$ cat src/rtl/mmcm_drp_seq.sv
// DRP read-modify-write sequencer for MMCM run-time reconfiguration.
// Optional readback verify of every write is enabled by defining MMCM_DRP_VERIFY_EN.
module mmcm_drp_seq #(
  parameter int NUM_REGS     = 23,
  parameter int CFG_W        = 2,
  parameter int DRDY_TIMEOUT = 64,
  parameter int LOCK_TIMEOUT = 65535,
  localparam int IDX_W       = $clog2(NUM_REGS * (2 ** CFG_W))
) (
  input  logic             clk,
  input  logic             rst,
  input  logic             start,
  input  logic [CFG_W-1:0] cfg_sel,
  output logic             busy,
  output logic             done,
  output logic             error,
  output logic [IDX_W-1:0] tbl_idx,
  input  logic [38:0]      tbl_data,
  output logic [6:0]       drp_daddr,
  output logic             drp_den,
  output logic             drp_dwe,
  output logic [15:0]      drp_di,
  input  logic [15:0]      drp_do,
  input  logic             drp_drdy,
  output logic             mmcm_rst,
  input  logic             mmcm_locked
);

  localparam int REG_W  = (NUM_REGS > 1) ? $clog2(NUM_REGS) : 1;
  localparam int DCNT_W = (DRDY_TIMEOUT > 1) ? $clog2(DRDY_TIMEOUT) : 1;
  localparam int LCNT_W = (LOCK_TIMEOUT > 4) ? $clog2(LOCK_TIMEOUT) : 2;

  localparam logic [REG_W-1:0]  REG_LAST    = REG_W'(NUM_REGS - 1);
  localparam logic [DCNT_W-1:0] DRDY_LAST   = DCNT_W'(DRDY_TIMEOUT - 1);
  localparam logic [LCNT_W-1:0] LOCK_LAST   = LCNT_W'(LOCK_TIMEOUT - 1);
  localparam logic [LCNT_W-1:0] LOCK_IGNORE = LCNT_W'(2);

  typedef enum logic [3:0] {
    S_IDLE,
    S_ASSERT_RST,
    S_FETCH,
    S_LOAD,
    S_READ,
    S_WAIT_RD,
    S_WRITE,
    S_WAIT_WR,
`ifdef MMCM_DRP_VERIFY_EN
    S_READBACK,
    S_WAIT_VF,
`endif
    S_NEXT,
    S_RELEASE,
    S_WAIT_LOCK,
    S_DONE
  } state_t;

  state_t              state;
  logic [REG_W-1:0]    reg_i;
  logic [DCNT_W-1:0]   drdy_cnt;
  logic [LCNT_W-1:0]   lock_cnt;
  logic [15:0]         ent_mask;
  logic [15:0]         ent_data;
  logic [15:0]         merge_val;
  logic                locked_s1;
  logic                locked_s2;

  // A set mask bit keeps the bit currently held in the DRP register.
  always_comb begin
    merge_val = (drp_do & ent_mask) | (ent_data & ~ent_mask);
  end

  always_ff @(posedge clk or posedge rst) begin
    if (rst) begin
      locked_s1 <= 1'b0;
      locked_s2 <= 1'b0;
    end else begin
      locked_s1 <= mmcm_locked;
      locked_s2 <= locked_s1;
    end
  end

  // DEN/DWE/done are single-cycle pulses, so they default low every cycle.
  always_ff @(posedge clk or posedge rst) begin
    if (rst) begin
      state     <= S_IDLE;
      busy      <= 1'b0;
      done      <= 1'b0;
      error     <= 1'b0;
      tbl_idx   <= '0;
      drp_daddr <= '0;
      drp_den   <= 1'b0;
      drp_dwe   <= 1'b0;
      drp_di    <= '0;
      mmcm_rst  <= 1'b0;
      reg_i     <= '0;
      drdy_cnt  <= '0;
      lock_cnt  <= '0;
      ent_mask  <= '0;
      ent_data  <= '0;
    end else begin
      done    <= 1'b0;
      drp_den <= 1'b0;
      drp_dwe <= 1'b0;
      case (state)
        S_IDLE: begin
          if (start) begin
            tbl_idx  <= IDX_W'(cfg_sel) * IDX_W'(NUM_REGS);
            reg_i    <= '0;
            error    <= 1'b0;
            busy     <= 1'b1;
            mmcm_rst <= 1'b1;
            state    <= S_ASSERT_RST;
          end
        end
        S_ASSERT_RST: state <= S_FETCH;
        S_FETCH:      state <= S_LOAD;
        S_LOAD: begin
          drp_daddr <= tbl_data[38:32];
          ent_mask  <= tbl_data[31:16];
          ent_data  <= tbl_data[15:0];
          drp_den   <= 1'b1;
          state     <= S_READ;
        end
        S_READ: begin
          drdy_cnt <= '0;
          state    <= S_WAIT_RD;
        end
        S_WAIT_RD: begin
          if (drp_drdy) begin
            drp_di  <= merge_val;
            drp_den <= 1'b1;
            drp_dwe <= 1'b1;
            state   <= S_WRITE;
          end else if (drdy_cnt == DRDY_LAST) begin
            error    <= 1'b1;
            mmcm_rst <= 1'b0;
            state    <= S_RELEASE;
          end else begin
            drdy_cnt <= drdy_cnt + DCNT_W'(1);
          end
        end
        S_WRITE: begin
          drdy_cnt <= '0;
          state    <= S_WAIT_WR;
        end
        S_WAIT_WR: begin
          if (drp_drdy) begin
`ifdef MMCM_DRP_VERIFY_EN
            drp_den <= 1'b1;
            state   <= S_READBACK;
`else
            state   <= S_NEXT;
`endif
          end else if (drdy_cnt == DRDY_LAST) begin
            error    <= 1'b1;
            mmcm_rst <= 1'b0;
            state    <= S_RELEASE;
          end else begin
            drdy_cnt <= drdy_cnt + DCNT_W'(1);
          end
        end
`ifdef MMCM_DRP_VERIFY_EN
        S_READBACK: begin
          drdy_cnt <= '0;
          state    <= S_WAIT_VF;
        end
        // drp_di still holds the merged word that was just written.
        S_WAIT_VF: begin
          if (drp_drdy) begin
            if (drp_do != drp_di) begin
              error    <= 1'b1;
              mmcm_rst <= 1'b0;
              state    <= S_RELEASE;
            end else begin
              state <= S_NEXT;
            end
          end else if (drdy_cnt == DRDY_LAST) begin
            error    <= 1'b1;
            mmcm_rst <= 1'b0;
            state    <= S_RELEASE;
          end else begin
            drdy_cnt <= drdy_cnt + DCNT_W'(1);
          end
        end
`endif
        S_NEXT: begin
          if (reg_i == REG_LAST) begin
            mmcm_rst <= 1'b0;
            state    <= S_RELEASE;
          end else begin
            reg_i   <= reg_i + REG_W'(1);
            tbl_idx <= tbl_idx + IDX_W'(1);
            state   <= S_FETCH;
          end
        end
        S_RELEASE: begin
          lock_cnt <= '0;
          state    <= S_WAIT_LOCK;
        end
        // The first cycles after release can still show the pre-reset LOCKED level.
        S_WAIT_LOCK: begin
          if (locked_s2 && (lock_cnt >= LOCK_IGNORE)) begin
            busy  <= 1'b0;
            done  <= 1'b1;
            state <= S_DONE;
          end else if (lock_cnt == LOCK_LAST) begin
            error <= 1'b1;
            busy  <= 1'b0;
            done  <= 1'b1;
            state <= S_DONE;
          end else begin
            lock_cnt <= lock_cnt + LCNT_W'(1);
          end
        end
        S_DONE:  state <= S_IDLE;
        default: state <= S_IDLE;
      endcase
    end
  end

endmodule

$ cat config.mk
export PLATFORM = sky130hd
export DESIGN_NAME = mmcm_drp_seq
export DESIGN_NICKNAME = d
export VERILOG_FILES = /design/src/rtl/mmcm_drp_seq.sv
export SDC_FILE = /design/constraint.sdc
export NUM_CORES = 1
export LEC_CHECK = 0
export CAP_MARGIN = 20
export CORE_MARGIN = 2
export CORE_UTILIZATION = 55
export CTS_CLUSTER_SIZE = 24
export DETAILED_ROUTE_END_ITERATION = 16
export DONT_BUFFER_PORTS = 1
export PLACE_DENSITY_LB_ADDON = 0.3
export SETUP_SLACK_MARGIN = 0.5
export SLEW_MARGIN = 10
export SYNTH_ARGS = -nofsm -noshare
export SYNTH_HDL_FRONTEND = slang
export SYNTH_SLANG_ARGS = --single-unit
export TNS_END_PERCENT = 10
$ cat constraint.sdc
create_clock -name clk -period 9.3 [get_ports clk]
set_clock_uncertainty 0.15 [all_clocks]
set_input_delay 1.86 -clock clk [delete_from_list [all_inputs] [get_ports clk]]
set_output_delay 1.86 -clock clk [all_outputs]
set_load 0.02 [all_outputs]
==> results by stage <==
Run status:
- The flow ran to the end, and the final reports show no timing, DRC or antenna violations.

Clocking:
- Once the clock tree was built, the resizer swapped 0 gates to a different size.
- Hold repair after CTS inserted 0 buffers.
- The number of setup buffers added after CTS is 0.
- The library cell used as clock root buffer is sky130_fd_sc_hd__clkbuf_8.
- In this run the deepest clock path goes through 2 buffers.
- Clock-pin slew was measured on the worst setup and hold paths at approximately 0.11 ns.
- TritonCTS built the clock tree.
- The worst-skew pair later-pin latency is 0.37 ns.
- The H-tree was split into 3 levels.
- Clock tree synthesis found a total of roughly 100 sinks.
- The number of clock buffers added by TritonCTS is 9.

Drt:
- The pre-antenna-repair detailed-routing pass consisted of 4 iterations.
- The overall routed net length is around 9.1 mm.
- The via total after detailed routing is approximately 3300.
- The DRC violation count after routing is 0.
- Dividing the detail-routed wire length by the instance count gives between 15 and 20 um.
- The detailed router finished its first iteration with 151 violations.
- The via density per instance is 6.08.
- The number of nets with antenna violations after routing is 0.

Final layout:
- The area added between synthesis and finish is 5.93%.
- Of the cells placed in the final design, the portion with a size suffix greater than 1 is between 15 and 20%.
- The number of antenna cells inserted is 0.
- The fraction of the core area covered by cells at the end of the flow is around three fifths.
- At the end of the flow, the number of nets in the layout was about 500.
- The count of fill cells added during filler insertion is 705.
- The non-filler instance count after layout is approximately 540.

Logic synthesis:
- The most common cell in the netlist is sky130_fd_sc_hd__dfrtp_1.
- The total of warnings raised by yosys is 0.
- Counting flops with a built-in enable in the synthesized netlist gives 0.
- The per-instance average area after synthesis is between 10 and 15 um2.
- The netlist uses 50 different library cells.
- The area share of the largest cell type after synthesis is between 50 and 60%.
- The synthesized cell area is between 4000 and 5000 um2.
- The commonest cells after synthesis are sky130_fd_sc_hd__dfrtp_1 (101), sky130_fd_sc_hd__mux2_2 (41), sky130_fd_sc_hd__a21oi_1 (39), sky130_fd_sc_hd__nor2_1 (37), sky130_fd_sc_hd__nand2_1 (27).
- The top cell type by total area after synthesis is sky130_fd_sc_hd__dfrtp_1.
- The gate count of the mapped netlist is ~430.
- In the synthesized netlist the dominant register cell turns out to be sky130_fd_sc_hd__dfrtp_1.
- The number of nets in the synthesized netlist is ~510.
- Sequential elements use around 53% of the synthesized area.
- In the post-synthesis netlist, the biggest area contributors are sky130_fd_sc_hd__dfrtp_1 (53%), sky130_fd_sc_hd__mux2_2 (9.8%), sky130_fd_sc_hd__a21oi_1 (4.1%).
- The async set-or-reset flop fraction in the synthesized netlist is between 90% and 100%.
- Synthesis inferred ~100 register bits.

Floorplanning:
- For this design the top-level I/O count stands at 98.
- The floorplan row count is 33.
- The core outline area is approximately 8300 um2.
- The width of the die is approximately 97 um.
- The height of the chip is between 90 and 100 um.
- The starting density of the core is a little under three fifths.
- The die area is 9350 um2.

GRT:
- The number of global-route vias before repair is about 3300.
- Entering global routing, the biggest net connects between 70 and 80 pins.
- The number of antenna violations at the first check in global routing is 0.
- For this run the aggregate overflow at the end of global routing stands at 0.
- The global-route total usage across every layer is 20.2%.
- The first global-routing pass estimated about 16 mm of wire.

Timing:
- Setup violations remaining at the end of the flow were counted as 0.
- Counting I/O delays and the setup requirement, the final critical path takes roughly 2.9 ns.
- Of the available clock period, the critical path in the final layout requires 31.6%.
- In this run the tightest slew margin relative to its limit is roughly 29%.
- At the pin with the least slew margin, the transition time is 1.07 ns.
- In the final timing run, aggregate negative setup slack is 0 ns.
- The max-slew violation total from the final report is 0.
- Setup repair after global routing left no endpoint under its margin.
- The number of failing hold endpoints at the final stage was 0.
- The achievable clock frequency is approximately 0.34 GHz.

Worst hold path:
- The class of the tightest hold or removal check is reg2reg.
- For hold timing, the worst endpoint is locked_s2$_DFF_PP0_.
- Counting instances, the worst hold path has a depth of 0.
- The worst hold path begins at locked_s1$_DFF_PP0_.

Placed design:
- At the end of routability-driven placement, the weighted congestion stood at 0.807.
- The number of placed instances, taps included, is 519.
- Buffers placed on the I/O ports in this run total 0.
- The wire-length estimate of the detail-placed layout is about 6.5 mm.

Worst setup path:
- The worst reg2reg path endpoint is lock_cnt[12]$_DFFE_PP0P_.
- For the worst setup path, the data required time is between 7 and 8 ns.
- The critical path is of the reg2out type.
- The worst setup path is captured at an output port.
- The depth of the most critical reg-to-reg path is 7.
- The worst setup path is launched from a flip-flop.
- The maximum fanout along the worst path is 6.
- The worst reg-to-reg setup slack is roughly 6.5 ns.
- The startpoint of the most critical setup path is tbl_idx[3]$_DFFE_PP0P_.
- The worst reg2reg path startpoint is lock_cnt[0]$_DFFE_PP0P_.
- For the worst setup path, the data arrival time is 0.93 ns.

Flow run:
- The max-capacitance violation count is 0.

Power:
- Across the VDD grid, the largest voltage drop is 0.174 mV.
- For this design the ratio of total power to cell area is ~310 nW/um2.
- Summed over all cells, the static leakage comes to between 2 and 2.5 nW.
## stage by stage
step	worst slack, ns	hold WS, ns	instance area, um2	power [mW]
2_1_floorplan	4.64	0.181	4730	1.18
3_3_place_gp	6.01	0.195	4790	1.25
3_5_place_dp	5.89	0.186	4790	1.28
4_1_cts	6.29	0.220	4980	1.55
5_1_grt	6.13	0.232	5010	1.65
6_report	6.36	0.218	5010	1.54
## worst register-to-register path: cells and delay by family, from the launching register on
| family | cells | cell delay [ns] |
|---|---|---|
| AOI/OAI and AO/OA | 2 | 0.40 |
| adders and majority gates | 1 | 0.21 |
| buffers and inverters | 1 | 0.06 |
| DFF | 1 | 0.44 |
| and+or+nand+nor | 3 | 1.47 |
## metal layers
layer | vias to the layer above | track usage (%) | part of all wire (%) | wire length, um
met4 | 0 | 7.26 | 1.5 | 141
met1 | 1611 | 27.0 | 44 | 4020
li1 | 1571 | - | - | -
met5 | - | 0 | 0 | 0
met2 | 68 | 32.5 | 50 | 4580
met3 | 10 | 4.84 | 4.3 | 397
## how the worst max path moves through the flow
| stage | endpoint | slack, ns | cells past startpoint |
|---|---|---|---|
| after floorplan | busy$_DFFE_PP0P_ | 4.64 | 1 |
| after CTS | drp_di[7]$_DFFE_PP0P_ | 6.29 | 3 |
| final | tbl_idx[3] | 6.36 | 0 |
| after global routing | tbl_idx[0]$_DFFE_PP0P_ | 6.13 | 4 |
| after detailed placement | drp_di[7]$_DFFE_PP0P_ | 5.89 | 3 |
| after global placement | tbl_idx[0]$_DFFE_PP0P_ | 6.01 | 4 |
## cell families after synthesis
logic type                 after synthesis  synth area share, %
muxes                                   60                 13.8
AOI/OAI and AO/OA                       88                 11.4
adders and majority gates               10                 2.65
buffers and inverters                   31                 2.67
DFF                                    101                 53.5
xor gates and xnor gates                 4                0.741
and+or+nand+nor                        140                 15.3
## power breakdown
part           total, mW  switching [mW]  internal [mW]
sequential         0.855           0.245          0.610
clock              0.273           0.169          0.104
combinational      0.415           0.192          0.223
total               1.54           0.606          0.937
## state kept, by name (all words and copies together), names as in the netlist, 4 cells and up
name,count
drdy_cnt,6
drp_daddr,7
drp_di,16
ent_data,16
ent_mask,16
lock_cnt,16
reg_i,5
state,4
tbl_idx,7
## cell type report
cell class	count	area, um2	area share, %
multi-input combinational	302	2090	41.7
inverter	10	40.0	0.800
clock inverter	7	68.8	1.37
timing repair buffer	2	27.5	0.550
clock buffer	9	124	2.47
tap	105	131	2.62
sequential	101	2530	50.5
## placed cells by master (no fill, tap or decap), types with 2 or more instances in the layout
cell type                  netlist  layout
sky130_fd_sc_hd__nor3_1          4       4
sky130_fd_sc_hd__o21ai_0        14      14
sky130_fd_sc_hd__nand3_1        17      17
sky130_fd_sc_hd__xor2_1          3       3
sky130_fd_sc_hd__dfrtp_1       101     101
sky130_fd_sc_hd__a31oi_1         4       4
sky130_fd_sc_hd__ha_1           10      10
sky130_fd_sc_hd__or4_1           4       4
sky130_fd_sc_hd__o211ai_1        2       2
sky130_fd_sc_hd__nor2_1         37      35
sky130_fd_sc_hd__and2_1          3       3
sky130_fd_sc_hd__nor2b_1         5       5
sky130_fd_sc_hd__clkbuf_8        0       9
sky130_fd_sc_hd__inv_8           0       2
sky130_fd_sc_hd__and3_1          7       7
sky130_fd_sc_hd__o22ai_1         4       4
sky130_fd_sc_hd__mux2i_1        19      19
sky130_fd_sc_hd__mux2_2         41      41
sky130_fd_sc_hd__a22o_1          5       5
sky130_fd_sc_hd__inv_1          10       9
sky130_fd_sc_hd__nor4_1          7       7
sky130_fd_sc_hd__or3_1           6       6
sky130_fd_sc_hd__a21o_1          2       2
sky130_fd_sc_hd__o31ai_1         5       5
sky130_fd_sc_hd__and4_1          2       2
sky130_fd_sc_hd__a21oi_1        39      39
sky130_fd_sc_hd__a31o_2          2       2
sky130_fd_sc_hd__nand2_1        27      27
sky130_fd_sc_hd__nand2b_1        4       4
sky130_fd_sc_hd__nor2_4          0       2
sky130_fd_sc_hd__nand4_1        11      11
(Power assumes the default switching activity.)
